**src/rtl/tcam_search_ctrl.sv**
```systemverilog
// 16-entry ternary CAM with a round-robin update/search front end and a
// multi-cycle lane-parallel scan. The lowest matching index is reported in binary and as two 7-segment digits.
module tcam_search_ctrl #(
    parameter int unsigned DATA_W = 10,
    parameter int unsigned LANES  = 4
) (
    input  logic              clk,
    input  logic              reset,
    input  logic              upd_valid,
    output logic              upd_ready,
    input  logic              upd_op,
    input  logic [3:0]        upd_addr,
    input  logic [DATA_W-1:0] upd_value,
    input  logic [DATA_W-1:0] upd_mask,
    input  logic              srch_valid,
    output logic              srch_ready,
    input  logic [DATA_W-1:0] srch_key,
    output logic              rsp_valid,
    input  logic              rsp_ready,
    output logic              rsp_hit,
    output logic [3:0]        rsp_index,
    output logic [6:0]        rsp_seg0,
    output logic [6:0]        rsp_seg1
);

    localparam int unsigned NumEntries = 16;
    localparam int unsigned NumGroups  = NumEntries / LANES;
    localparam logic        PtrUpd     = 1'b0;
    localparam logic        PtrSrch    = 1'b1;
    localparam logic [6:0]  SegDash    = 7'b0000001;

    typedef enum logic [1:0] {StIdle, StScan, StResp} state_e;

    state_e                  state_q, state_d;
    logic                    ptr_q, ptr_d;
    logic [NumEntries-1:0]   valid_q, valid_d;
    logic [DATA_W-1:0]       value_q [NumEntries];
    logic [DATA_W-1:0]       value_d [NumEntries];
    logic [DATA_W-1:0]       mask_q  [NumEntries];
    logic [DATA_W-1:0]       mask_d  [NumEntries];
    logic [DATA_W-1:0]       key_q, key_d;
    logic [3:0]              grp_q, grp_d;
    logic                    hit_q, hit_d;
    logic [3:0]              index_q, index_d;
    logic [6:0]              seg0_q, seg0_d;
    logic [6:0]              seg1_q, seg1_d;

    logic                    grp_hit;
    logic [3:0]              grp_idx;
    logic [3:0]              lane_idx;

    function automatic logic [6:0] seg_digit(input logic [3:0] d);
        logic [6:0] s;
        unique case (d)
            4'd0:    s = 7'b1111110;
            4'd1:    s = 7'b0110000;
            4'd2:    s = 7'b1101101;
            4'd3:    s = 7'b1111001;
            4'd4:    s = 7'b0110011;
            4'd5:    s = 7'b1011011;
            4'd6:    s = 7'b1011111;
            4'd7:    s = 7'b1110000;
            4'd8:    s = 7'b1111111;
            4'd9:    s = 7'b1111011;
            default: s = 7'b0000000;
        endcase
        return s;
    endfunction

    // Walk lanes from high to low so the lowest matching index is the one left standing.
    always_comb begin
        grp_hit  = 1'b0;
        grp_idx  = '0;
        lane_idx = '0;
        for (int l = int'(LANES) - 1; l >= 0; l--) begin
            lane_idx = 4'(int'(grp_q) * int'(LANES) + l);
            if (valid_q[lane_idx] &&
                (((value_q[lane_idx] ^ key_q) & ~mask_q[lane_idx]) == '0)) begin
                grp_hit = 1'b1;
                grp_idx = lane_idx;
            end
        end
    end

    always_comb begin
        state_d    = state_q;
        ptr_d      = ptr_q;
        valid_d    = valid_q;
        value_d    = value_q;
        mask_d     = mask_q;
        key_d      = key_q;
        grp_d      = grp_q;
        hit_d      = hit_q;
        index_d    = index_q;
        seg0_d     = seg0_q;
        seg1_d     = seg1_q;
        upd_ready  = 1'b0;
        srch_ready = 1'b0;
        unique case (state_q)
            StIdle: begin
                upd_ready  = !(srch_valid && ptr_q == PtrSrch);
                srch_ready = !(upd_valid && ptr_q == PtrUpd);
                // The two readies are never both granted to a pair of valid requests.
                if (upd_valid && upd_ready) begin
                    ptr_d = PtrSrch;
                    if (upd_op) begin
                        valid_d[upd_addr] = 1'b0;
                    end else begin
                        valid_d[upd_addr] = 1'b1;
                        value_d[upd_addr] = upd_value;
                        mask_d[upd_addr]  = upd_mask;
                    end
                end else if (srch_valid && srch_ready) begin
                    ptr_d   = PtrUpd;
                    key_d   = srch_key;
                    grp_d   = '0;
                    state_d = StScan;
                end
            end
            StScan: begin
                if (grp_hit) begin
                    state_d = StResp;
                    hit_d   = 1'b1;
                    index_d = grp_idx;
                    if (grp_idx < 4'd10) begin
                        seg1_d = seg_digit(4'd0);
                        seg0_d = seg_digit(grp_idx);
                    end else begin
                        seg1_d = seg_digit(4'd1);
                        seg0_d = seg_digit(grp_idx - 4'd10);
                    end
                end else if (grp_q == 4'(NumGroups - 1)) begin
                    state_d = StResp;
                    hit_d   = 1'b0;
                    index_d = '0;
                    seg1_d  = SegDash;
                    seg0_d  = SegDash;
                end else begin
                    grp_d = grp_q + 4'd1;
                end
            end
            StResp: begin
                if (rsp_ready) begin
                    state_d = StIdle;
                end
            end
            default: state_d = StIdle;
        endcase
    end

    always_ff @(posedge clk) begin
        if (!reset) begin
            state_q <= StIdle;
            ptr_q   <= PtrUpd;
            valid_q <= '0;
            value_q <= '{default: '0};
            mask_q  <= '{default: '0};
            key_q   <= '0;
            grp_q   <= '0;
            hit_q   <= 1'b0;
            index_q <= '0;
            seg0_q  <= '0;
            seg1_q  <= '0;
        end else begin
            state_q <= state_d;
            ptr_q   <= ptr_d;
            valid_q <= valid_d;
            value_q <= value_d;
            mask_q  <= mask_d;
            key_q   <= key_d;
            grp_q   <= grp_d;
            hit_q   <= hit_d;
            index_q <= index_d;
            seg0_q  <= seg0_d;
            seg1_q  <= seg1_d;
        end
    end

    assign rsp_valid = (state_q == StResp);
    assign rsp_hit   = hit_q;
    assign rsp_index = index_q;
    assign rsp_seg0  = seg0_q;
    assign rsp_seg1  = seg1_q;

endmodule

```
**config.mk**
```make
export PLATFORM = sky130hd
export DESIGN_NAME = tcam_search_ctrl
export DESIGN_NICKNAME = d
export VERILOG_FILES = /design/src/rtl/tcam_search_ctrl.sv
export SDC_FILE = /design/constraint.sdc
export NUM_CORES = 1
export LEC_CHECK = 0
export CORE_MARGIN = 2
export CORE_UTILIZATION = 25
export CTS_BUF_LIST = sky130_fd_sc_hd__clkbuf_4 sky130_fd_sc_hd__clkbuf_8
export CTS_CLUSTER_SIZE = 16
export DETAILED_ROUTE_END_ITERATION = 8
export GPL_TIMING_DRIVEN = 0
export PLACE_DENSITY_LB_ADDON = 0.3
export SETUP_SLACK_MARGIN = 0.3
export SLEW_MARGIN = 20
export SYNTH_ARGS = -nofsm -noshare
export SYNTH_HDL_FRONTEND = slang
export SYNTH_SLANG_ARGS = --single-unit
```
**constraint.sdc**
```tcl
create_clock -name clk -period 5.7 [get_ports clk]
set_input_delay 1.425 -clock clk [delete_from_list [all_inputs] [get_ports clk]]
set_output_delay 1.425 -clock clk [all_outputs]
set_load 0.05 [all_outputs]
```
## Word-level counts from Yosys, hierarchy flattened

Memories as Yosys holds them, arrays and structs flattened.
Cells that the tools add are included.

- Reduce and logical (&&, ||, !) cells: 27
- Bitwise logic cells: 23
- Multiplexer cells: 71
- Equality and inequality tests: 9
- $lt $le $gt $ge: 13
- Add/sub/neg operators: 5

Operators with widths:

| cell | number |
|---|---|
| 10-bit binary-select mux with 4-bit select | 8 |
| 160-bit bitwise mux | 2 |
| 10-bit two-way mux | 17 |
| 10-bit bitwise AND | 4 |
| 10-bit demux with 4-bit select | 1 |
| 10-bit logical NOT | 4 |
| 4-bit two-way mux | 10 |
| 10-bit NOT | 4 |
| 10-bit XOR | 4 |
| 7-bit two-way mux | 5 |
| 5-bit greater-or-equal comparator, second input constant | 5 |
| 4-bit by 5-bit less-than comparator with 1-bit output, second input constant | 5 |
| 4-bit NOT with 5-bit output | 5 |
| 16-bit bitwise AND | 1 |
| 16-bit two-way mux | 1 |
| 16-bit NOT | 1 |
| 16-bit OR | 1 |
| 1-bit two-way mux | 15 |
| 1-bit binary-select mux with 4-bit select | 3 |
| 1-bit logical AND | 10 |
| 2-bit two-way mux | 5 |
| 4-bit by 1-bit adder with 4-bit output, second input constant | 2 |
| 4-bit by 2-bit adder with 4-bit output, second input constant | 2 |
| 2-bit inequality test, second input constant | 4 |
| other kinds (21) | 29 |

- Memories kept: 2
- Input bits: 40
- Word-level logic and storage cells: 191
- Output and inout bits: 22
- Bits in registers: 372
- Memory bits (read-only): 224

Memories:

| name | words | width | read ports | clocked after Yosys merged registers in | wr ports | line | text |
|---|---|---|---|---|---|---|---|
| (name not given) | 16 | 7 | 1 | 0 | 0 | 54 | `unique case (d)` |
| (name not given) | 16 | 7 | 1 | 0 | 0 | 54 |  |

## Depth between registers and ports, before layout

Gate-level depths: netlist of run 1.
An unclocked memory read counts as a cell.

- Depth after elaboration: 17
- Gate-level depth with buffers: 17
- Depth with buffers taken out: 14

## Worst setup path after synthesis of run 1

OpenSTA, ideal clock, no wires.

- Path type: input port to flip-flop
- Start point: input port srch_valid
- End point: register mask_q[120] in the netlist's numbering
- Setup slack: 1.453 ns
- Data required time: 5.630 ns
- Setup time: 0.070 ns
- Path buffers: 2
- Data arrival time: 4.177 ns
- Cell stages on the path: 8
- Path through: a211oi_1 > nand2_1 > or3_1 > clkbuf_1 > nor3_1 > clkbuf_1 > nand2_1 > a21oi_1

- Word-level cells in the longest chain between the ends: 4

Ends and longest elaborated chain:

| element | line | text |
|---|---|---|
| from (decl) | 15 | `input logic srch_valid,` |
| 1-bit logical AND | 101 | `upd_ready = !(srch_valid && ptr_q == PtrSrch);` |
| 1-bit logical NOT | 101 |  |
| 1-bit logical AND | 104 | `if (upd_valid && upd_ready) begin` |
| 3-bit AND reduction (no line) | - |  |
| to (signal assigned) | 169 | `mask_q <= mask_d;` |
| to (decl) | 39 | `logic [DATA_W-1:0] mask_q [NumEntries];` |

Every way passes these cells.
A chain may end at the register's enable or synchronous reset.

## Final worst setup path of run 1

- Start point: register grp_q[0]
- End point: register seg0_q[5] (netlist: rsp_seg0[5])

- Word-level cells in the longest chain between the ends: 17
- Elaborated cells on any way between the ends: 76
- Classes of those cells: add/sub: 4; order compare: 1; eq/ne: 1; mux: 42; bitwise: 16; reduce/logical: 10; memory: 2

Ends and longest elaborated chain:

| element | line | text |
|---|---|---|
| from (decl) | 42 | `logic [3:0] grp_q, grp_d;` |
| from (signal assigned) | 171 | `grp_q <= grp_d;` |
| 4-bit by 2-bit adder with 4-bit output | 76 | `lane_idx = 4'(int'(grp_q) * int'(LANES) + l);` |
| 4-bit NOT with 5-bit output (implied by the code) | 78 | `(((value_q[lane_idx] ^ key_q) & ~mask_q[lane_idx]) == '0)) begin` |
| 10-bit binary-select mux with 4-bit select | 78 |  |
| 10-bit two-way mux (implied by the code) (2 in a row) | 78 |  |
| 10-bit XOR or 10-bit NOT (tied branches) | 78 |  |
| 10-bit bitwise AND | 78 |  |
| 10-bit logical NOT | 78 |  |
| 1-bit logical AND | 77 | `if (valid_q[lane_idx] &&` |
| 4-bit two-way mux (4 in a row) | 77 |  |
| 4-bit subtractor | 130 | `seg0_d = seg_digit(grp_idx - 4'd10);` |
| memory read 16 x 7 bit | - |  |
| 7-bit two-way mux | 125 | `if (grp_idx < 4'd10) begin` |
| 7-bit two-way mux | 121 | `if (grp_hit) begin` |
| to (signal assigned) | 174 | `seg0_q <= seg0_d;` |
| to (decl) | 45 | `logic [6:0] seg0_q, seg0_d;` |

Several ways; a longest one is shown, not always the timed one. The select of a mux whose other input is x is not followed.

==> results of run 1 <==
## power groups by stage
stage	clock network [W]	logic, W	registers (W)
floorplan	0	0.000352	0.00266
global placement	0	0.000628	0.00266
detailed placement	0	0.000628	0.00266
CTS	0.00253	0.000631	0.00261
global route	0.00265	0.000667	0.00261
finish	0.00251	0.000646	0.00261
## logic make-up after synthesis
group                    Yosys count  synth area share, %
AND/OR/NAND/NOR                  846                 20.6
multiplexers                      17                 1.26
adder cells (fa/ha/maj)           10                0.761
AO/OA/AOI/OAI                    526                 19.0
buffers and inverters            204                 5.74
XOR/XNOR                         149                 7.98
flip-flops                       367                 44.7
## sequential cells by signal (all words and copies together) (netlist names), named ones only
register and flops:
key_q 10, grp_q 4, mask_q 160, rsp_index 4, value_q 160, rsp_seg1 3
ptr_q 1, rsp_seg0 7, state_q 2
## worst max-delay path: cells and delay by family (launching register included)
family	cells	cell delay, ns
compound gates	6	1.84
buf+inv	5	1.93
simple gates	2	0.40
fa+ha+maj	1	0.27
flops	1	0.42
## worst paths after layout
kind,startpoint,endpoint,slack (ns),cells past startpoint
setup / recovery,grp_q[0]$_SDFFE_PN0P_,rsp_seg0[5]$_SDFFE_PN0P_,0.64,14
hold / removal,mask_q[133]$_SDFFE_PN0P_,mask_q[133]$_SDFFE_PN0P_,0.45,2
setup reg to reg,grp_q[0]$_SDFFE_PN0P_,rsp_seg0[5]$_SDFFE_PN0P_,0.64,14
hold reg to reg,mask_q[133]$_SDFFE_PN0P_,mask_q[133]$_SDFFE_PN0P_,0.45,2
## layer usage
layer,wire (um),global-route usage [%],up-vias
met5,0,0,-
met1,29300,26.2,7532
met2,29700,30.2,724
met3,6400,4.75,163
li1,-,-,7259
met4,2690,8.22,0
## metrics by stage
step / worst slack (ns) / total power [W]
after detailed placement: 0.779 / 0.00329
final: 0.640 / 0.00576
after floorplan: 1.45 / 0.00301
after global placement: 0.885 / 0.00329
after global routing: 0.480 / 0.00592
after CTS: 0.747 / 0.00577
## cell usage in the layout, fill, tap and decap left out, types with 4 or more instances in the layout
cell,count
sky130_fd_sc_hd__a21oi_1,351
sky130_fd_sc_hd__a32o_1,7
sky130_fd_sc_hd__and2_1,6
sky130_fd_sc_hd__buf_1,22
sky130_fd_sc_hd__buf_2,9
sky130_fd_sc_hd__buf_4,18
sky130_fd_sc_hd__buf_6,11
sky130_fd_sc_hd__clkbuf_1,121
sky130_fd_sc_hd__clkbuf_2,7
sky130_fd_sc_hd__clkbuf_4,20
sky130_fd_sc_hd__clkbuf_8,77
sky130_fd_sc_hd__clkdlybuf4s50_1,41
sky130_fd_sc_hd__clkinv_2,5
sky130_fd_sc_hd__clkinvlp_4,4
sky130_fd_sc_hd__dfxtp_1,367
sky130_fd_sc_hd__ha_1,10
sky130_fd_sc_hd__inv_1,13
sky130_fd_sc_hd__mux2i_1,14
sky130_fd_sc_hd__nand2_1,680
sky130_fd_sc_hd__nand2b_1,8
sky130_fd_sc_hd__nand3_1,6
sky130_fd_sc_hd__nand4_1,4
sky130_fd_sc_hd__nor2_1,76
sky130_fd_sc_hd__nor2b_1,7
sky130_fd_sc_hd__nor3_1,31
sky130_fd_sc_hd__o2111ai_1,4
sky130_fd_sc_hd__o211ai_1,20
sky130_fd_sc_hd__o21ai_0,33
sky130_fd_sc_hd__o22ai_1,50
sky130_fd_sc_hd__o311ai_0,6
sky130_fd_sc_hd__o31ai_1,5
sky130_fd_sc_hd__or3_1,15
sky130_fd_sc_hd__xnor2_1,147
## layout make-up
type	count	area share, %
Clock buffer	97	6.29
Antenna cell	1	0.0130
Inverter	15	0.293
Sequential cell	367	38.2
Timing Repair Buffer	41	2.13
Tap cell	864	5.62
Multi-Input combinational cell	1548	42.4
Buffer	189	4.66
Clock inverter	11	0.377
==> key figures, run 1 <==
Worst hold path
  • Class of the tightest hold or removal check: reg2reg

Pwr
  • Internal Pwr Total: 0.00412 W
  • Clock network fraction of design power: 43.6%
  • Sw Pwr: 0.00164 W
  • VDD IR-drop max: 0.148 mV
  • Sequential power share: 45.2%
  • Leak pwr: 5.91 nW
  • Relative contribution of combinational cells to total power: 11.2%
  • Power density normalized to cell area: 300 nW/um2
  • Net switching share of the total power: 28.5%

Worst setup path
  • Kind of critical path: reg2reg
  • Cell with the largest stage delay on the worst path: sky130_fd_sc_hd__o21ai_0
  • Type of element capturing the critical path: flop
  • Delay of the slowest cell on the worst path: 0.69 ns
  • Critical Path Start Type: flop
  • Highest net fanout along the worst path: 10
  • Cell-by-cell listing of the critical path: inv_2, buf_2, buf_2, o21ai_0, o311ai_1, o22ai_4, o21ai_0, ha_1, clkbuf_1, inv_1, nor2_1, nor3_1, o311ai_0, o311ai_2
  • Data arrival time at the worst-slack endpoint: 5.52 ns
  • Critical path required time: 6.16 ns

Yosys
  • Synth warn: 0
  • Flop and latch count out of synthesis: 367
  • Post-Synthesis Net Count: 2,169
  • Number of flops mapped to enable cells by yosys: 0
  • List of most frequent post-synthesis cells: sky130_fd_sc_hd__nand2_1 (680), sky130_fd_sc_hd__dfxtp_1 (367), sky130_fd_sc_hd__a21oi_1 (351), sky130_fd_sc_hd__xnor2_1 (147), sky130_fd_sc_hd__clkbuf_1 (128)
  • Main flop type after synthesis: sky130_fd_sc_hd__dfxtp_1
  • Biggest area consumer among synthesized cells: sky130_fd_sc_hd__dfxtp_1
  • Sequential cell area fraction in the yosys report: 44.7%
  • Ranking of synthesized cells by area: sky130_fd_sc_hd__dfxtp_1 (45%), sky130_fd_sc_hd__nand2_1 (16%), sky130_fd_sc_hd__a21oi_1 (11%)
  • Number of distinct library cell variants in the gate-level netlist after synthesis: 74
  • Synthesized area per cell: 7.76 um2
  • Most frequent cell after synthesis: sky130_fd_sc_hd__nand2_1
  • Post-Syn Area: 16,400 um2
  • Post-synth top area share: 44.7%
  • Fraction of registers with async set or reset after synthesis: 0%
  • Cells after Synth: 2,119

Timing
  • Fin. Hold Viols: 0
  • Total negative slack for setup checks: 0 ns
  • Final setup fails: 0
  • Relative max-transition margin: 16.0%
  • Final worst hold slack: 0.455 ns
  • Max-slew violation total from the final report: 0
  • Worst-Margin Slew: 1.26 ns
  • Max Clock Freq: 198 MHz
  • Unrepaired setup endpoints after global routing: false
  • Period utilisation layout: 88.8%
  • Crit path time final: 5.06 ns
  • Post-Route Skew: 0.0215 ns

GRT
  • Wire length of the first global-routing pass: 97.4 mm
  • Overall fraction of global-route tracks in use: 19.6%
  • Number of global-route vias before repair: 14.6k
  • Maximum number of pins on one net before global-route repair: 11
  • Antenna violations before repair: 1
  • Global route total overflow: 0

Placed design
  • Weighted congestion at the end of routability-driven global placement: 0.898
  • Number of port buffers: 41
  • Detailed Place HPWL: 45.7 mm
  • Placed cell areas: 17,900 um2
  • Number of instances in the placed design: 3,024

Finish
  • Area growth from synthesis to layout: 16.9%
  • Final design area excluding fillers: 19,200 um2
  • Fill count: 7,129
  • Fraction of layout cells with a size suffix above 1: 8.07%
  • Filler-free cell count of the finished design: 3,133
  • Nets@finish: 2,278
  • Share of the core filled with cells in the final layout: 29.4%
  • Combined area of the multi-input logic cells: 8150 um2
  • Storage cell area: 7350 um2

Detailed routing
  • Initial DRT Pass Iterations: 8
  • Via Count: 15.7k
  • Number of design rule violations left after detail routing: 0
  • DR WL/cell: 21.7 um
  • Total wirelength of the detailed-routed design: 68.1 mm
  • Remaining number of nets flagged by the antenna check after routing: 0
  • DRT iter0 DRCs: 1,388
  • Mean number of vias per cell: 5.00

CTS
  • Clock tree root buffer cell: sky130_fd_sc_hd__clkbuf_8
  • Hold bufs inserted after CTS: 0
  • Clock buffer count from CTS: 66
  • Later-pin clock latency in the skew report: 0.63 ns
  • Clk sink count: 367
  • Clock slew at reported path FFs: 0.06 ns
  • Resized Gates After CTS: 0
  • H-tree levels: 3
  • Setup Buffers After CTS: 0
  • Clock tree from TritonCTS: built
  • Clock Tree Buf Depth: 3

Floorplanning
  • Die height: 260 um
  • Top-level port count: 62
  • Die width: 260 um
  • Placeable core region: 65,400 um2
  • Number of core rows: 94
  • Total Die Area: 67,800 um2
  • Initial Util: 25.1%

Status
  • Result of the run: complete, no violations

Flow run
  • Max capacitance violation total: 0
No activity file was read; power rests on OpenSTA's default activity.
==> inputs of run 2 (changes only) <==
--- a/config.mk
+++ b/config.mk
@@ -13,7 +13,7 @@
 export GPL_TIMING_DRIVEN = 0
 export PLACE_DENSITY_LB_ADDON = 0.3
 export SETUP_SLACK_MARGIN = 0.3
-export SLEW_MARGIN = 20
+export SLEW_MARGIN = 10
 export SYNTH_ARGS = -nofsm -noshare
 export SYNTH_HDL_FRONTEND = slang
 export SYNTH_SLANG_ARGS = --single-unit
==> run 2 against run 1 <==
Fmax fell by 1.1%. Sequential share of layout area barely moved. Worst hold slack got worse by 0.0019 ns. Highest routed layer unchanged. Non-clock buffer count did not move. First-iteration DRC count rose by 5.6%. Final cell count barely moved. Critical path type unchanged. Count of clock-buffer cells in the layout rose by 9. Die area did not move. Final area rose by 0.11%. Clock skew rose by 0.019 ns. Largest power group unchanged.
==> key figures, run 2 (same netlist as run 1, synthesis figures left out) <==
Status
  • Result of the run: complete, no violations

Timing
  • Period utilisation layout: 89.8%
  • Total negative slack for setup checks: 0 ns
  • Unrepaired setup endpoints after global routing: false
  • Final worst hold slack: 0.453 ns
  • Crit path time final: 5.12 ns
  • Worst-Margin Slew: 1.32 ns
  • Post-Route Skew: 0.0405 ns
  • Max Clock Freq: 195 MHz
  • Relative max-transition margin: 11.7%
  • Fin. Hold Viols: 0
  • Max-slew violation total from the final report: 0
  • Final setup fails: 0

CTS
  • Clock tree from TritonCTS: built
  • Clock Tree Buf Depth: 3
  • Clock slew at reported path FFs: 0.06 ns
  • Later-pin clock latency in the skew report: 0.65 ns
  • Clock tree root buffer cell: sky130_fd_sc_hd__clkbuf_8
  • H-tree levels: 3
  • Resized Gates After CTS: 0
  • Setup Buffers After CTS: 0
  • Clk sink count: 367
  • Clock buffer count from CTS: 66
  • Hold bufs inserted after CTS: 0

Pwr
  • Relative contribution of combinational cells to total power: 11.1%
  • Power density normalized to cell area: 302 nW/um2
  • Sw Pwr: 0.00162 W
  • Sequential power share: 44.9%
  • Internal Pwr Total: 0.00419 W
  • Leak pwr: 5.93 nW
  • Net switching share of the total power: 27.8%
  • Clock network fraction of design power: 44.0%
  • VDD IR-drop max: 0.154 mV

GRT
  • Antenna violations before repair: 1
  • Global route total overflow: 0
  • Wire length of the first global-routing pass: 97.9 mm
  • Number of global-route vias before repair: 14.8k
  • Maximum number of pins on one net before global-route repair: 11
  • Overall fraction of global-route tracks in use: 19.7%

Worst setup path
  • Count of cells along the worst register-to-register path: 14
  • Kind of critical path: reg2reg
  • Critical Path Start Type: flop
  • Capturing point of the worst reg2reg path: rsp_seg0[5]$_SDFFE_PN0P_
  • Delay of the slowest cell on the worst path: 0.70 ns
  • Beginning of the critical path: grp_q[0]$_SDFFE_PN0P_
  • Cell with the largest stage delay on the worst path: sky130_fd_sc_hd__o21ai_0
  • Highest net fanout along the worst path: 10
  • R2r startpoint: grp_q[0]$_SDFFE_PN0P_
  • FF-to-FF setup slack: 0.58 ns
  • Type of element capturing the critical path: flop
  • Cell-by-cell listing of the critical path: inv_2, buf_2, buf_2, o21ai_0, o311ai_1, o22ai_4, o21ai_0, ha_1, clkbuf_1, inv_1, nor2_1, nor3_1, o311ai_0, o311ai_2
  • Data arrival time at the worst-slack endpoint: 5.60 ns
  • Critical path required time: 6.18 ns

Finish
  • Biggest regs: mask_q x160, value_q x160, key_q x10
  • Nets@finish: 2,278
  • # diodes: 0
  • Commonest cells after routing, fill and taps aside: sky130_fd_sc_hd__nand2_1 (680), sky130_fd_sc_hd__dfxtp_1 (367), sky130_fd_sc_hd__a21oi_1 (351), sky130_fd_sc_hd__xnor2_1 (147), sky130_fd_sc_hd__clkbuf_1 (124)
  • Fraction of layout cells with a size suffix above 1: 7.90%
  • Most common cell after layout, fill and taps aside: sky130_fd_sc_hd__nand2_1
  • Filler-free cell count of the finished design: 3,131
  • Share of the core filled with cells in the final layout: 29.4%
  • Area growth from synthesis to layout: 17.1%

Worst hold path
  • Hold Path Stages: 2
  • Class of the tightest hold or removal check: reg2reg
  • Hold Crit Endpoint: mask_q[107]$_SDFFE_PN0P_
  • Startpoint of the worst hold path: mask_q[107]$_SDFFE_PN0P_

Detailed routing
  • Initial DRT Pass Iterations: 7
  • Number of design rule violations left after detail routing: 0
  • Total wirelength of the detailed-routed design: 68.2 mm
  • Via Count: 15.8k
  • Remaining number of nets flagged by the antenna check after routing: 0
  • DR WL/cell: 21.8 um
  • DRT iter0 DRCs: 1,466
  • Mean number of vias per cell: 5.05

Placed design
  • Detailed Place HPWL: 45.7 mm
  • Number of instances in the placed design: 3,024
  • Weighted congestion at the end of routability-driven global placement: 0.898
  • Number of port buffers: 41

Floorplanning
  • Top-level port count: 62
  • Die height: 260 um
  • Placeable core region: 65,400 um2
  • Initial Util: 25.1%
  • Number of core rows: 94
  • Total Die Area: 67,800 um2
  • Die width: 260 um

Flow run
  • Max capacitance violation total: 0
run 2: changes by cell type in the layout (fill, tap and decap cells not counted), sizes merged:
cell and change:
clkinv -5, diode -1, clkinvlp -3, clkbuf +9, inv -2
run 2: power groups by stage:
stage          sequential (W)  combinational (W)  clock, W
2_1_floorplan         0.00266           0.000352         0
3_3_place_gp          0.00266           0.000628         0
3_5_place_dp          0.00266           0.000628         0
4_1_cts               0.00261           0.000631   0.00258
5_1_grt               0.00261           0.000666   0.00270
6_report              0.00261           0.000647   0.00256
run 2: critical path, delay by kind of cell, from the launching register on:
family / cells / cell delay, ns
AO/OA/AOI/OAI: 6 / 1.88
adder cells (fa/ha/maj): 1 / 0.27
buffers and inverters: 5 / 1.95
flip-flops: 1 / 0.43
AND/OR/NAND/NOR: 2 / 0.41
run 2: layout make-up:
class	instances	area (um2)
fillers	7119	46100
well taps	864	1080
clock buffers	106	1300
repair buffers	41	410
clock inverters	1	7.51
flip-flops and latches	367	7350
plain buffers	189	892
inverters	15	56.3
multi-input cells	1548	8150
run 2: metal layers:
metal	vias up	GRT usage [%]	wire length (um)
met3	158	4.06	5770
met4	0	8.94	2680
met2	750	30.7	30300
met1	7633	26.2	29400
met5	-	0	0
li1	7260	-	-
run 2: how the worst max path moves through the flow:
stage	cells past startpoint	slack, ns	to
final	14	0.58	rsp_seg0[5]$_SDFFE_PN0P_
after global routing	15	0.52	rsp_seg0[5]$_SDFFE_PN0P_
after CTS	14	0.77	rsp_seg0[5]$_SDFFE_PN0P_
after detailed placement	14	0.79	rsp_seg0[5]$_SDFFE_PN0P_
after global placement	14	0.89	rsp_seg0[5]$_SDFFE_PN0P_
after floorplan	8	1.45	mask_q[120]$_SDFFE_PN0P_
run 2: metrics by stage:
step	power (W)	setup WS [ns]	cell area [um2]
after floorplan	0.00301	1.45	16400
after detailed placement	0.00329	0.793	17900
after global placement	0.00329	0.885	17900
final	0.00581	0.583	19200
after global routing	0.00597	0.523	19200
after CTS	0.00581	0.770	19200
==> inputs of run 3 (changes only) <==
--- a/config.mk
+++ b/config.mk
@@ -13,7 +13,9 @@
 export GPL_TIMING_DRIVEN = 0
 export PLACE_DENSITY_LB_ADDON = 0.3
 export SETUP_SLACK_MARGIN = 0.3
+export SKIP_LAST_GASP = 1
 export SLEW_MARGIN = 10
 export SYNTH_ARGS = -nofsm -noshare
 export SYNTH_HDL_FRONTEND = slang
 export SYNTH_SLANG_ARGS = --single-unit
+export TNS_END_PERCENT = 5
==> results of run 3 <==
Same layout as run 2: the final DEF is identical, and so are final timing and power.
